File: config.mk
export PLATFORM = sky130hd
export DESIGN_NAME = regfile_wr_sched_flat
export DESIGN_NICKNAME = d
export VERILOG_FILES = /design/src/rtl/regfile_wr_sched_pkg.sv /design/src/rtl/regfile_wr_sched_if.sv /design/src/rtl/regfile_wr_sched_starve_cnt.sv /design/src/rtl/regfile_wr_sched.sv /design/src/flat_wrapper.sv
export SDC_FILE = /design/constraint.sdc
export NUM_CORES = 1
export LEC_CHECK = 0
export CELL_PAD_IN_SITES_DETAIL_PLACEMENT = 2
export CELL_PAD_IN_SITES_GLOBAL_PLACEMENT = 2
export CORE_MARGIN = 2
export CORE_UTILIZATION = 22
export CTS_BUF_LIST = sky130_fd_sc_hd__clkbuf_2
export DETAILED_ROUTE_END_ITERATION = 10
export GPL_TIMING_DRIVEN = 0
export PLACE_DENSITY = 0.84
export SLEW_MARGIN = 5
export SYNTH_ARGS = -nofsm -noshare
export SYNTH_HDL_FRONTEND = slang
export SYNTH_SLANG_ARGS = --single-unit
File: constraint.sdc
create_clock -name clk -period 2.4 [get_ports clk]
set_clock_uncertainty 0.1 [all_clocks]
set_input_delay 0.48 -clock clk [delete_from_list [all_inputs] [get_ports clk]]
set_output_delay 0.48 -clock clk [all_outputs]
set_load 0.05 [all_outputs]
File: src/rtl/regfile_wr_sched_pkg.sv
// Shared definitions for the register-file write scheduler.
// Holds the register-file geometry and the write-source encoding.
// The encoding selects the write-port grant and is handy when probing
// which source won a given cycle.
package regfile_pkg;

    localparam int RF_AW    = 5;
    localparam int RF_DW    = 32;
    localparam int RF_DEPTH = 32;

    typedef enum logic [1:0] {
        SRC_NONE,
        SRC_WB,
        SRC_LL,
        SRC_DBG
    } wr_src_t;

endpackage

File: src/rtl/regfile_wr_sched_if.sv
// Bundle between the write sources, the scheduler and the register file.
//   master : source/issue side; drives the requests, sees readies, busy and
//            the register-file write outputs
//   slave  : the scheduler
// Signals:
//   wb_*      pipeline writeback request (never stalled)
//   ll_*      long-latency result request with ready
//   dbg_*     debug write request with ready
//   res_*     reservation of a long-latency destination
//   busy      per-register scoreboard
//   rf_*      registered register-file write port
interface regfile_wr_sched_if
    import regfile_pkg::*;
#(
    parameter int DW = RF_DW,
    parameter int AW = RF_AW
);
    logic              wb_valid;
    logic [AW-1:0]     wb_addr;
    logic [DW-1:0]     wb_data;

    logic              ll_valid;
    logic              ll_ready;
    logic [AW-1:0]     ll_addr;
    logic [DW-1:0]     ll_data;

    logic              dbg_valid;
    logic              dbg_ready;
    logic [AW-1:0]     dbg_addr;
    logic [DW-1:0]     dbg_data;

    logic              res_valid;
    logic [AW-1:0]     res_addr;
    logic [2**AW-1:0]  busy;

    logic              rf_we;
    logic [AW-1:0]     rf_wa;
    logic [DW-1:0]     rf_wd;

    modport master (
        output wb_valid, wb_addr, wb_data,
        output ll_valid, ll_addr, ll_data,
        output dbg_valid, dbg_addr, dbg_data,
        output res_valid, res_addr,
        input  ll_ready, dbg_ready, busy,
        input  rf_we, rf_wa, rf_wd
    );

    modport slave (
        input  wb_valid, wb_addr, wb_data,
        input  ll_valid, ll_addr, ll_data,
        input  dbg_valid, dbg_addr, dbg_data,
        input  res_valid, res_addr,
        output ll_ready, dbg_ready, busy,
        output rf_we, rf_wa, rf_wd
    );

endinterface

File: src/rtl/regfile_wr_sched_starve_cnt.sv
// Saturating starvation counter for the debug write source.
// Ports:
//   clk, rst_n : clock and asynchronous active-low reset
//   inc        : count one refused cycle
//   clr        : return to zero (has priority over inc)
//   sat        : counter has reached STARVE_LIM
module rf_starve_cnt #(
    parameter int STARVE_LIM = 8
) (
    input  logic clk,
    input  logic rst_n,
    input  logic inc,
    input  logic clr,
    output logic sat
);

    localparam int            CW  = $clog2(STARVE_LIM + 1);
    localparam logic [CW-1:0] LIM = CW'(STARVE_LIM);

    logic [CW-1:0] cnt;

    always_ff @(posedge clk or negedge rst_n) begin
        if (!rst_n) begin
            cnt <= '0;
        end else if (clr) begin
            cnt <= '0;
        end else if (inc && (cnt != LIM)) begin
            cnt <= cnt + CW'(1);
        end
    end

    assign sat = (cnt == LIM);

endmodule

File: src/rtl/regfile_wr_sched.sv
// Write-port scheduler for the general-purpose register file.
// Shares the single write port between pipeline writeback (highest),
// long-latency results and the debug port (lowest, promoted above LL once
// it has been refused STARVE_LIM cycles in a row). Keeps a busy scoreboard
// of registers awaiting long-latency results.
// Ports:
//   clk, rst_n : clock and asynchronous active-low reset
//   bus        : request/ready, scoreboard and register-file write signals
module regfile_wr_sched
    import regfile_pkg::*;
#(
    parameter int DW         = RF_DW,
    parameter int AW         = RF_AW,
    parameter int STARVE_LIM = 8
) (
    input  logic              clk,
    input  logic              rst_n,
    regfile_wr_sched_if.slave bus
);

    localparam int NREG = 2**AW;

    wr_src_t         grant;
    logic            starve_sat;
    logic [AW-1:0]   win_addr;
    logic [DW-1:0]   win_data;

    logic            rf_we_q;
    logic [AW-1:0]   rf_wa_q;
    logic [DW-1:0]   rf_wd_q;

    logic [NREG-1:0] busy_q;
    logic [NREG-1:0] busy_next;

    // Readies are gated by reset so nothing handshakes while held in reset.
    always_comb begin
        grant = SRC_NONE;
        if (!rst_n) begin
            grant = SRC_NONE;
        end else if (bus.wb_valid) begin
            grant = SRC_WB;
        end else if (bus.dbg_valid && starve_sat) begin
            grant = SRC_DBG;
        end else if (bus.ll_valid) begin
            grant = SRC_LL;
        end else if (bus.dbg_valid) begin
            grant = SRC_DBG;
        end
    end

    assign bus.ll_ready  = (grant == SRC_LL);
    assign bus.dbg_ready = (grant == SRC_DBG);

    always_comb begin
        win_addr = '0;
        win_data = '0;
        case (grant)
            SRC_WB: begin
                win_addr = bus.wb_addr;
                win_data = bus.wb_data;
            end
            SRC_LL: begin
                win_addr = bus.ll_addr;
                win_data = bus.ll_data;
            end
            SRC_DBG: begin
                win_addr = bus.dbg_addr;
                win_data = bus.dbg_data;
            end
            default: begin
                win_addr = '0;
                win_data = '0;
            end
        endcase
    end

    rf_starve_cnt #(
        .STARVE_LIM (STARVE_LIM)
    ) u_starve_cnt (
        .clk   (clk),
        .rst_n (rst_n),
        .inc   (bus.dbg_valid && !bus.dbg_ready),
        .clr   (!bus.dbg_valid || bus.dbg_ready),
        .sat   (starve_sat)
    );

    // r0 is hardwired to zero: the handshake completes but no write is issued.
    always_ff @(posedge clk or negedge rst_n) begin
        if (!rst_n) begin
            rf_we_q <= 1'b0;
            rf_wa_q <= '0;
            rf_wd_q <= '0;
        end else if (grant != SRC_NONE) begin
            rf_we_q <= (win_addr != '0);
            rf_wa_q <= win_addr;
            rf_wd_q <= win_data;
        end else begin
            rf_we_q <= 1'b0;
        end
    end

    // Set is applied after clear so a fresh reservation survives an LL
    // result to the same register in the same cycle.
    always_comb begin
        busy_next = busy_q;
        if (grant == SRC_LL) begin
            busy_next[bus.ll_addr] = 1'b0;
        end
        if (bus.res_valid) begin
            busy_next[bus.res_addr] = 1'b1;
        end
        busy_next[0] = 1'b0;
    end

    always_ff @(posedge clk or negedge rst_n) begin
        if (!rst_n) begin
            busy_q <= '0;
        end else begin
            busy_q <= busy_next;
        end
    end

    assign bus.busy  = busy_q;
    assign bus.rf_we = rf_we_q;
    assign bus.rf_wa = rf_wa_q;
    assign bus.rf_wd = rf_wd_q;

endmodule

File: src/flat_wrapper.sv
// flat-port wrapper written by rule: the top's interface ports become plain ports
module regfile_wr_sched_flat import regfile_pkg::*;
#(
    parameter int DW         = RF_DW,
    parameter int AW         = RF_AW,
    parameter int STARVE_LIM = 8
)
  (clk, rst_n, bus_wb_valid, bus_wb_addr, bus_wb_data, bus_ll_valid, bus_ll_addr, bus_ll_data, bus_dbg_valid, bus_dbg_addr, bus_dbg_data, bus_res_valid, bus_res_addr, bus_ll_ready, bus_dbg_ready, bus_busy, bus_rf_we, bus_rf_wa, bus_rf_wd);
  regfile_wr_sched_if #(.DW(DW), .AW(AW)) bus_i ();
  input  logic clk;
  input  logic rst_n;
  input wire logic [$bits(bus_i.wb_valid)-1:0] bus_wb_valid;
  input wire logic [$bits(bus_i.wb_addr)-1:0] bus_wb_addr;
  input wire logic [$bits(bus_i.wb_data)-1:0] bus_wb_data;
  input wire logic [$bits(bus_i.ll_valid)-1:0] bus_ll_valid;
  input wire logic [$bits(bus_i.ll_addr)-1:0] bus_ll_addr;
  input wire logic [$bits(bus_i.ll_data)-1:0] bus_ll_data;
  input wire logic [$bits(bus_i.dbg_valid)-1:0] bus_dbg_valid;
  input wire logic [$bits(bus_i.dbg_addr)-1:0] bus_dbg_addr;
  input wire logic [$bits(bus_i.dbg_data)-1:0] bus_dbg_data;
  input wire logic [$bits(bus_i.res_valid)-1:0] bus_res_valid;
  input wire logic [$bits(bus_i.res_addr)-1:0] bus_res_addr;
  output wire logic [$bits(bus_i.ll_ready)-1:0] bus_ll_ready;
  output wire logic [$bits(bus_i.dbg_ready)-1:0] bus_dbg_ready;
  output wire logic [$bits(bus_i.busy)-1:0] bus_busy;
  output wire logic [$bits(bus_i.rf_we)-1:0] bus_rf_we;
  output wire logic [$bits(bus_i.rf_wa)-1:0] bus_rf_wa;
  output wire logic [$bits(bus_i.rf_wd)-1:0] bus_rf_wd;
  assign bus_i.wb_valid = bus_wb_valid;
  assign bus_i.wb_addr = bus_wb_addr;
  assign bus_i.wb_data = bus_wb_data;
  assign bus_i.ll_valid = bus_ll_valid;
  assign bus_i.ll_addr = bus_ll_addr;
  assign bus_i.ll_data = bus_ll_data;
  assign bus_i.dbg_valid = bus_dbg_valid;
  assign bus_i.dbg_addr = bus_dbg_addr;
  assign bus_i.dbg_data = bus_dbg_data;
  assign bus_i.res_valid = bus_res_valid;
  assign bus_i.res_addr = bus_res_addr;
  assign bus_ll_ready = bus_i.ll_ready;
  assign bus_dbg_ready = bus_i.dbg_ready;
  assign bus_busy = bus_i.busy;
  assign bus_rf_we = bus_i.rf_we;
  assign bus_rf_wa = bus_i.rf_wa;
  assign bus_rf_wd = bus_i.rf_wd;
  regfile_wr_sched #(.DW(DW), .AW(AW), .STARVE_LIM(STARVE_LIM)) u_core (.clk(clk), .rst_n(rst_n), .bus(bus_i));
endmodule
* Word-level counts from Yosys, hierarchy flattened *
Cells that the tools add are included.

word-level totals
  flip-flop bits (word level) = 73
  bits in latches = 0
  bits in writable memories = 0
  ROM bits = 0
  input port bits = 122
  output and inout port bits = 72
  word-level logic and storage cells = 45
  memories = 0

cells by class
  $add $sub $neg = 1
  multipliers = 0
  div/mod/pow operators = 0
  magnitude comparators = 4
  equality and inequality tests = 5
  shift-type cells = 0
  muxes and demuxes = 16
  bitwise operators = 3
  reduce and logical (&&, ||, !) cells = 11

operator list
  cell                   number
  $pmux W32 S3           1
  $mux W32               2
  $and A32 B32 Y32       1
  $not A32 Y32           1
  $or A32 B32 Y32        1
  $pmux W5 S3            1
  $lt A5 B6 Y1 const B   2
  $demux W1 S5           2
  $ge A5 B1 Y1 const B   2
  $mux W2                5
  $mux W4                2
  $logic_and A1 B1 Y1    5
  $reduce_bool A5 Y1     1
  $add A4 B1 Y4 const B  1
  $eq A2 B2 Y1 const B   2
  $eq A4 B4 Y1 const B   1
  $ne A4 B4 Y1 const B   1
  $reduce_bool A2 Y1     2
  $mux W1                3
  $eq A2 B1 Y1 const B   1
  $logic_not A1 Y1       2
  $logic_or A1 B1 Y1     1

* Depth between registers and ports, before layout *
  depth in word-level cells = 11
  depth in mapped cells = 9
  mapped depth without buffers = 7

* Modules after synthesis *
Synthesis repeated with hierarchy kept, for this count alone.

second synthesis, totals
  cells, all modules = 340
  area total of the unflattened synthesis = 3839.9 um2

modules (own cells, without submodules)
  module            times used  cells an instance  area each (um2)  seq. area each (um2)
  regfile_wr_sched  1           316                3607.2           1726.7
  rf_starve_cnt     1           24                 232.7            100.1

* Worst setup path after synthesis *
Ideal clock, no wire load.

  path kind = input port to output port
  start = in bus_ll_valid
  end = out bus_ll_ready
  arrival = 2.007 ns
  required time = 1.820 ns
  setup slack = -0.187 ns
  cell stages on the path = 6
  path buffers = 3
  cell sequence = buf_4 nor2_1 or3_4 buf_2 clkbuf_1 nor2_1

between the ends
  cells in the longest elaborated chain, start to end = 5

ends and longest elaborated chain
  item                RTL line                RTL
  start: declaration  flat_wrapper.sv:15      input wire logic [$bits(bus_i.ll_valid)-1:0] bus_ll_valid;
  $mux W2             regfile_wr_sched.sv:44  end else if (bus.ll_valid) begin
  $mux W2             regfile_wr_sched.sv:42  end else if (bus.dbg_valid && starve_sat) begin
  $mux W2             regfile_wr_sched.sv:40  end else if (bus.wb_valid) begin
  $mux W2             regfile_wr_sched.sv:38  if (!rst_n) begin
  $eq A2 B2 Y1        regfile_wr_sched.sv:51  assign bus.ll_ready = (grant == SRC_LL);
  end: declaration    flat_wrapper.sv:23      output wire logic [$bits(bus_i.ll_ready)-1:0] bus_ll_ready;

No other way between the ends.

* Final worst setup path *
  start = reg u_core.u_starve_cnt.cnt[1]
  end = out bus_dbg_ready

between the ends
  cells in the longest elaborated chain, start to end = 6

ends and longest elaborated chain
  item                      RTL line                           RTL
  start: declaration        regfile_wr_sched_starve_cnt.sv:20  logic [CW-1:0] cnt;
  start signal: assignment  regfile_wr_sched_starve_cnt.sv:28  cnt <= cnt + CW'(1);
  $eq A4 B4 Y1              regfile_wr_sched_starve_cnt.sv:32  assign sat = (cnt == LIM);
  $logic_and A1 B1 Y1       regfile_wr_sched.sv:42
  $mux W2                   regfile_wr_sched.sv:42
  $mux W2                   regfile_wr_sched.sv:40
  $mux W2                   regfile_wr_sched.sv:38
  $eq A2 B2 Y1              regfile_wr_sched.sv:52             assign bus.dbg_ready = (grant == SRC_DBG);
  end: declaration          flat_wrapper.sv:24                 output wire logic [$bits(bus_i.dbg_ready)-1:0] bus_dbg_ready;

No other way between the ends.

==> flow_metrics.tcl <==
set metrics [dict create \
    final_core_util_pct 38.28 \
    count_of_flip_flops_with_a_built_in_enable_after_synthesis 0 \
    r2r_setup_slack_ns 0.04 \
    report.power.total_uw 4230 \
    pre_cts_ws_ns -1.225 \
    pin_count 194 \
    initial_utilization_pct 22.52 \
    layout.cells.most_common "sky130_fd_sc_hd__clkdlybuf4s50_1" \
    cpLargestDelayFamily "flip-flops" \
    root_buffer "sky130_fd_sc_hd__clkbuf_2" \
    cts_inserted_buffers 9 \
    clock_sink_total 73 \
    synth_top_area_cell "sky130_fd_sc_hd__dfrtp_1" \
    p_leak_uw 0.002594 \
    hold_slack_ns 0.3071 \
    critical_path_cell_by_cell "inv_2 -> ha_4 -> nand3b_4 -> a2111oi_4 -> buf_4 -> buf_8" \
    nets 724 \
    hold-path-cell-count 4 \
    mostFrequentLayoutCells "114 x sky130_fd_sc_hd__clkdlybuf4s50_1, 73 x sky130_fd_sc_hd__dfrtp_1, 71 x sky130_fd_sc_hd__dlygate4sd2_1, 63 x sky130_fd_sc_hd__nand2_1, 36 x sky130_fd_sc_hd__o21ai_0" \
    drt_pre_antenna_iters 5 \
    ys_async_sr_fraction_pct 100.0 \
    max_clock_freq_ghz 0.3807 \
    postSynthCellCount 380 \
    global_route_wire_length_before_repair_um 27800 \
    detailedRoute.firstIterationViolations 89 \
    timing.max_cap.violations 0 \
    dieHeight_um 131.5 \
    critPathBufInv 3 \
    synth_top_flop_cell "sky130_fd_sc_hd__dfrtp_1" \
    timing.hold.worst.class "in2reg" \
    ant_diodes 0 \
    floorplan.core_area_um2 15890 \
    pwr_density_cell_nw_per_um2 695.7 \
    required_ns 1.82 \
    drc 0 \
    worst_ir_drop_vdd_uv 448.7 \
    worst_slew_margin_rel_pct 49.22 \
    post-synth-top-area-fraction_pct 51.07 \
    totalWireLength_um 17900 \
    rsz0062_at_grt "yes" \
    die_area_um2 17300 \
    postSynthRegisterBits 73 \
    final_cycle_share_pct 109.4 \
    slowest_cell_on_the_critical_path "sky130_fd_sc_hd__dfrtp_1" \
    yosys-top-cells-area "sky130_fd_sc_hd__dfrtp_1 51%, sky130_fd_sc_hd__nand2_1 6.6%, sky130_fd_sc_hd__a221o_1 6.4%, sky130_fd_sc_hd__o21ai_0 5.5%, sky130_fd_sc_hd__a21oi_1 4.8%" \
    ys_seq_area_share_pct 51.07 \
    pwr-share-comb_pct 45.3 \
    overflow 0 \
    synth_area_um2 3577 \
    power.switching_fraction_pct 45.57 \
    ant_nets 0 \
    start_of_the_worst_register_to_register_path "u_core.u_starve_cnt.cnt[1]$_DFFE_PN0P_" \
    netlist-cell-type-count 44 \
    report.final.slew_viol_count 0 \
    portBuffers 188 \
    placementRows 46 \
    failing_checks "negative setup slack" \
    multi_input_comb_area_um2 1713 \
    post_layout_nonfiller_instances 821 \
    vias 4063 \
    setup_viol_count_final 2 \
    fillerInstances 1773 \
    highest_net_fanout_along_the_worst_path 4 \
    cts.htree.levels 3 \
    worstHoldStart "bus_ll_valid" \
    status "finished with violations" \
    area_delta_synth_final_pct 69.99 \
    worst-endpoint-arrival_ns 2.05 \
    p_sw_uw 1928 \
    number_of_global_route_vias_before_repair 4679 \
    maximum_number_of_pins_on_one_net_before_global_route_repair 41 \
    cpPeakStageDelay_ns 0.44 \
    worstSetupPathType "reg2out" \
    worst_r2r_endpoint "u_core.bus.rf_we$_DFF_PN0_" \
    clk_transition_reported_paths_ns 0.21 \
    crit_path_start_kind "flop" \
    tritoncts_clock_tree "built" \
    ff2ff_path_depth 9 \
    synth.avg_cell_area_um2 9.414 \
    p_seq_share_pct 37.7 \
    cts.path.max_buffers 2 \
    grt_use_total_pct 20.78 \
    endpoint_kind "output pin" \
    tightestPinTransition_ns 0.7560 \
    gpl.final_weighted_congestion 0.8384 \
    finalHoldViolations 0 \
    vias_per_cell 4.949 \
    seq_area_um2 1827 \
    synth-warning-count 0 \
    dp.cells 785 \
    layout-drive-gt1-share_pct 12.89 \
    p_clk_share_pct 17.0 \
    routedWlPerCell_um 21.81 \
    insertion_delay_ns 0.59 \
    die_x_extent_um 131.5 \
    grt_antenna_before_repair 1 \
    power.internal_uw 2303 \
    synth_fp_nets 504 \
    hold_end "u_core.bus.rf_wa[4]$_DFFE_PN0P_" \
    finalWorstSetupSlack_ns -0.2266 \
    dp_hpwl_um 13080 \
    finalWorstPathRequiredPeriod_ns 2.627 \
]
worst min-delay path, delay by kind of cell:
kind,cells,cell delay (ns)
simple gates,1,0.07
compound gates,2,0.26
buf+inv,1,0.16
synthesized netlist by cell type (2+ instances only):
| master | number |
|---|---|
| sky130_fd_sc_hd__dfrtp_1 | 73 |
| sky130_fd_sc_hd__o211ai_1 | 2 |
| sky130_fd_sc_hd__o21ai_0 | 39 |
| sky130_fd_sc_hd__a21oi_1 | 34 |
| sky130_fd_sc_hd__a221o_1 | 23 |
| sky130_fd_sc_hd__buf_2 | 7 |
| sky130_fd_sc_hd__buf_4 | 3 |
| sky130_fd_sc_hd__or3_1 | 6 |
| sky130_fd_sc_hd__a221oi_1 | 3 |
| sky130_fd_sc_hd__nor2_1 | 19 |
| sky130_fd_sc_hd__nand3b_1 | 9 |
| sky130_fd_sc_hd__nand3_1 | 4 |
| sky130_fd_sc_hd__nor3_1 | 2 |
| sky130_fd_sc_hd__ha_1 | 2 |
| sky130_fd_sc_hd__nand2_1 | 63 |
| sky130_fd_sc_hd__and3_1 | 4 |
| sky130_fd_sc_hd__a22oi_1 | 9 |
| sky130_fd_sc_hd__xnor2_1 | 2 |
| sky130_fd_sc_hd__o21ai_1 | 34 |
| sky130_fd_sc_hd__buf_6 | 2 |
| sky130_fd_sc_hd__a21o_1 | 3 |
| sky130_fd_sc_hd__clkbuf_1 | 10 |
| sky130_fd_sc_hd__or3b_2 | 3 |
| sky130_fd_sc_hd__inv_1 | 3 |
| sky130_fd_sc_hd__nand2b_1 | 2 |
power groups by stage:
| stage | clock [µW] | sequential [µW] | combinational [µW] |
|---|---|---|---|
| floorplan | 0 | 2390 | 342 |
| global placement | 0 | 1610 | 1960 |
| detailed placement | 0 | 1620 | 2010 |
| CTS | 759 | 1590 | 1900 |
| global route | 810 | 1630 | 2030 |
| finish | 721 | 1590 | 1920 |
flip-flops by register name (all words and copies together), names as in the netlist:
name,cells
u_core.bus.busy,31
u_core.bus.rf_wd,32
u_core.u_starve_cnt.cnt,4
u_core.bus.rf_wa,5
u_core.bus.rf_we,1
layout make-up:
cell class | count | area share, %
plain buffers | 22 | 2.407
clock buffers | 10 | 0.8230
clock inverters | 6 | 0.9671
inverters | 4 | 0.2469
multi-input cells | 280 | 28.17
flip-flops and latches | 73 | 30.04
well taps | 216 | 4.444
repair buffers | 210 | 32.90
how the worst max path moves through the flow:
| stage | startpoint | end | slack, ns | cells after the start |
|---|---|---|---|---|
| 2_1_floorplan | bus_ll_valid | bus_ll_ready | 0.03 | 6 |
| 3_3_place_gp | rst_n | bus_ll_ready | -4.40 | 7 |
| 3_5_place_dp | bus_dbg_valid | bus_ll_ready | -1.23 | 7 |
| 4_1_cts | u_core.u_starve_cnt.cnt[0]$_DFFE_PN0P_ | bus_dbg_ready | -0.26 | 6 |
| 5_1_grt | u_core.u_starve_cnt.cnt[1]$_DFFE_PN0P_ | bus_dbg_ready | -0.39 | 6 |
| 6_report | u_core.u_starve_cnt.cnt[1]$_DFFE_PN0P_ | bus_dbg_ready | -0.23 | 6 |
kinds of logic (layout without fill, tap and decap cells):
logic type	count (synthesis)	in the layout	synth area share [%]
AO/OA/AOI/OAI	154	154	26.90
AND/OR/NAND/NOR	120	120	16.68
flip-flops	73	73	51.07
buffers and inverters	27	252	3.812
XOR/XNOR	3	3	0.7347
adder cells (fa/ha/maj)	2	2	0.6994
other	1	1	0.1048
timing repair:
item | CTS | global route
hold buffers | 2 | 0
gates resized for setup | 105 | 20
setup buffers | 8 | 11
endpoints found under the setup margin | 79 | 24
endpoints found under the hold margin | 73 | 0
pin swaps | 3 | 5
metal layers:
layer  vias to the layer above  GRT usage, %  routed length (µm)
met2                       148         37.00                9135
met5                         -             0                  12
li1                       1832             -                   -
met3                        27         8.526                1387
met1                      2054         22.99                7032
met4                         2         5.072                 336
stage by stage:
stage	instance area (µm²)	setup TNS, ns
global route	6081	-0.8087
detailed placement	5749	-24.33
global placement	5732	-411.10
floorplan	3580	0
finish	6081	-0.4087
CTS	5942	-0.4992
No activity file was read; power rests on OpenSTA's default activity.
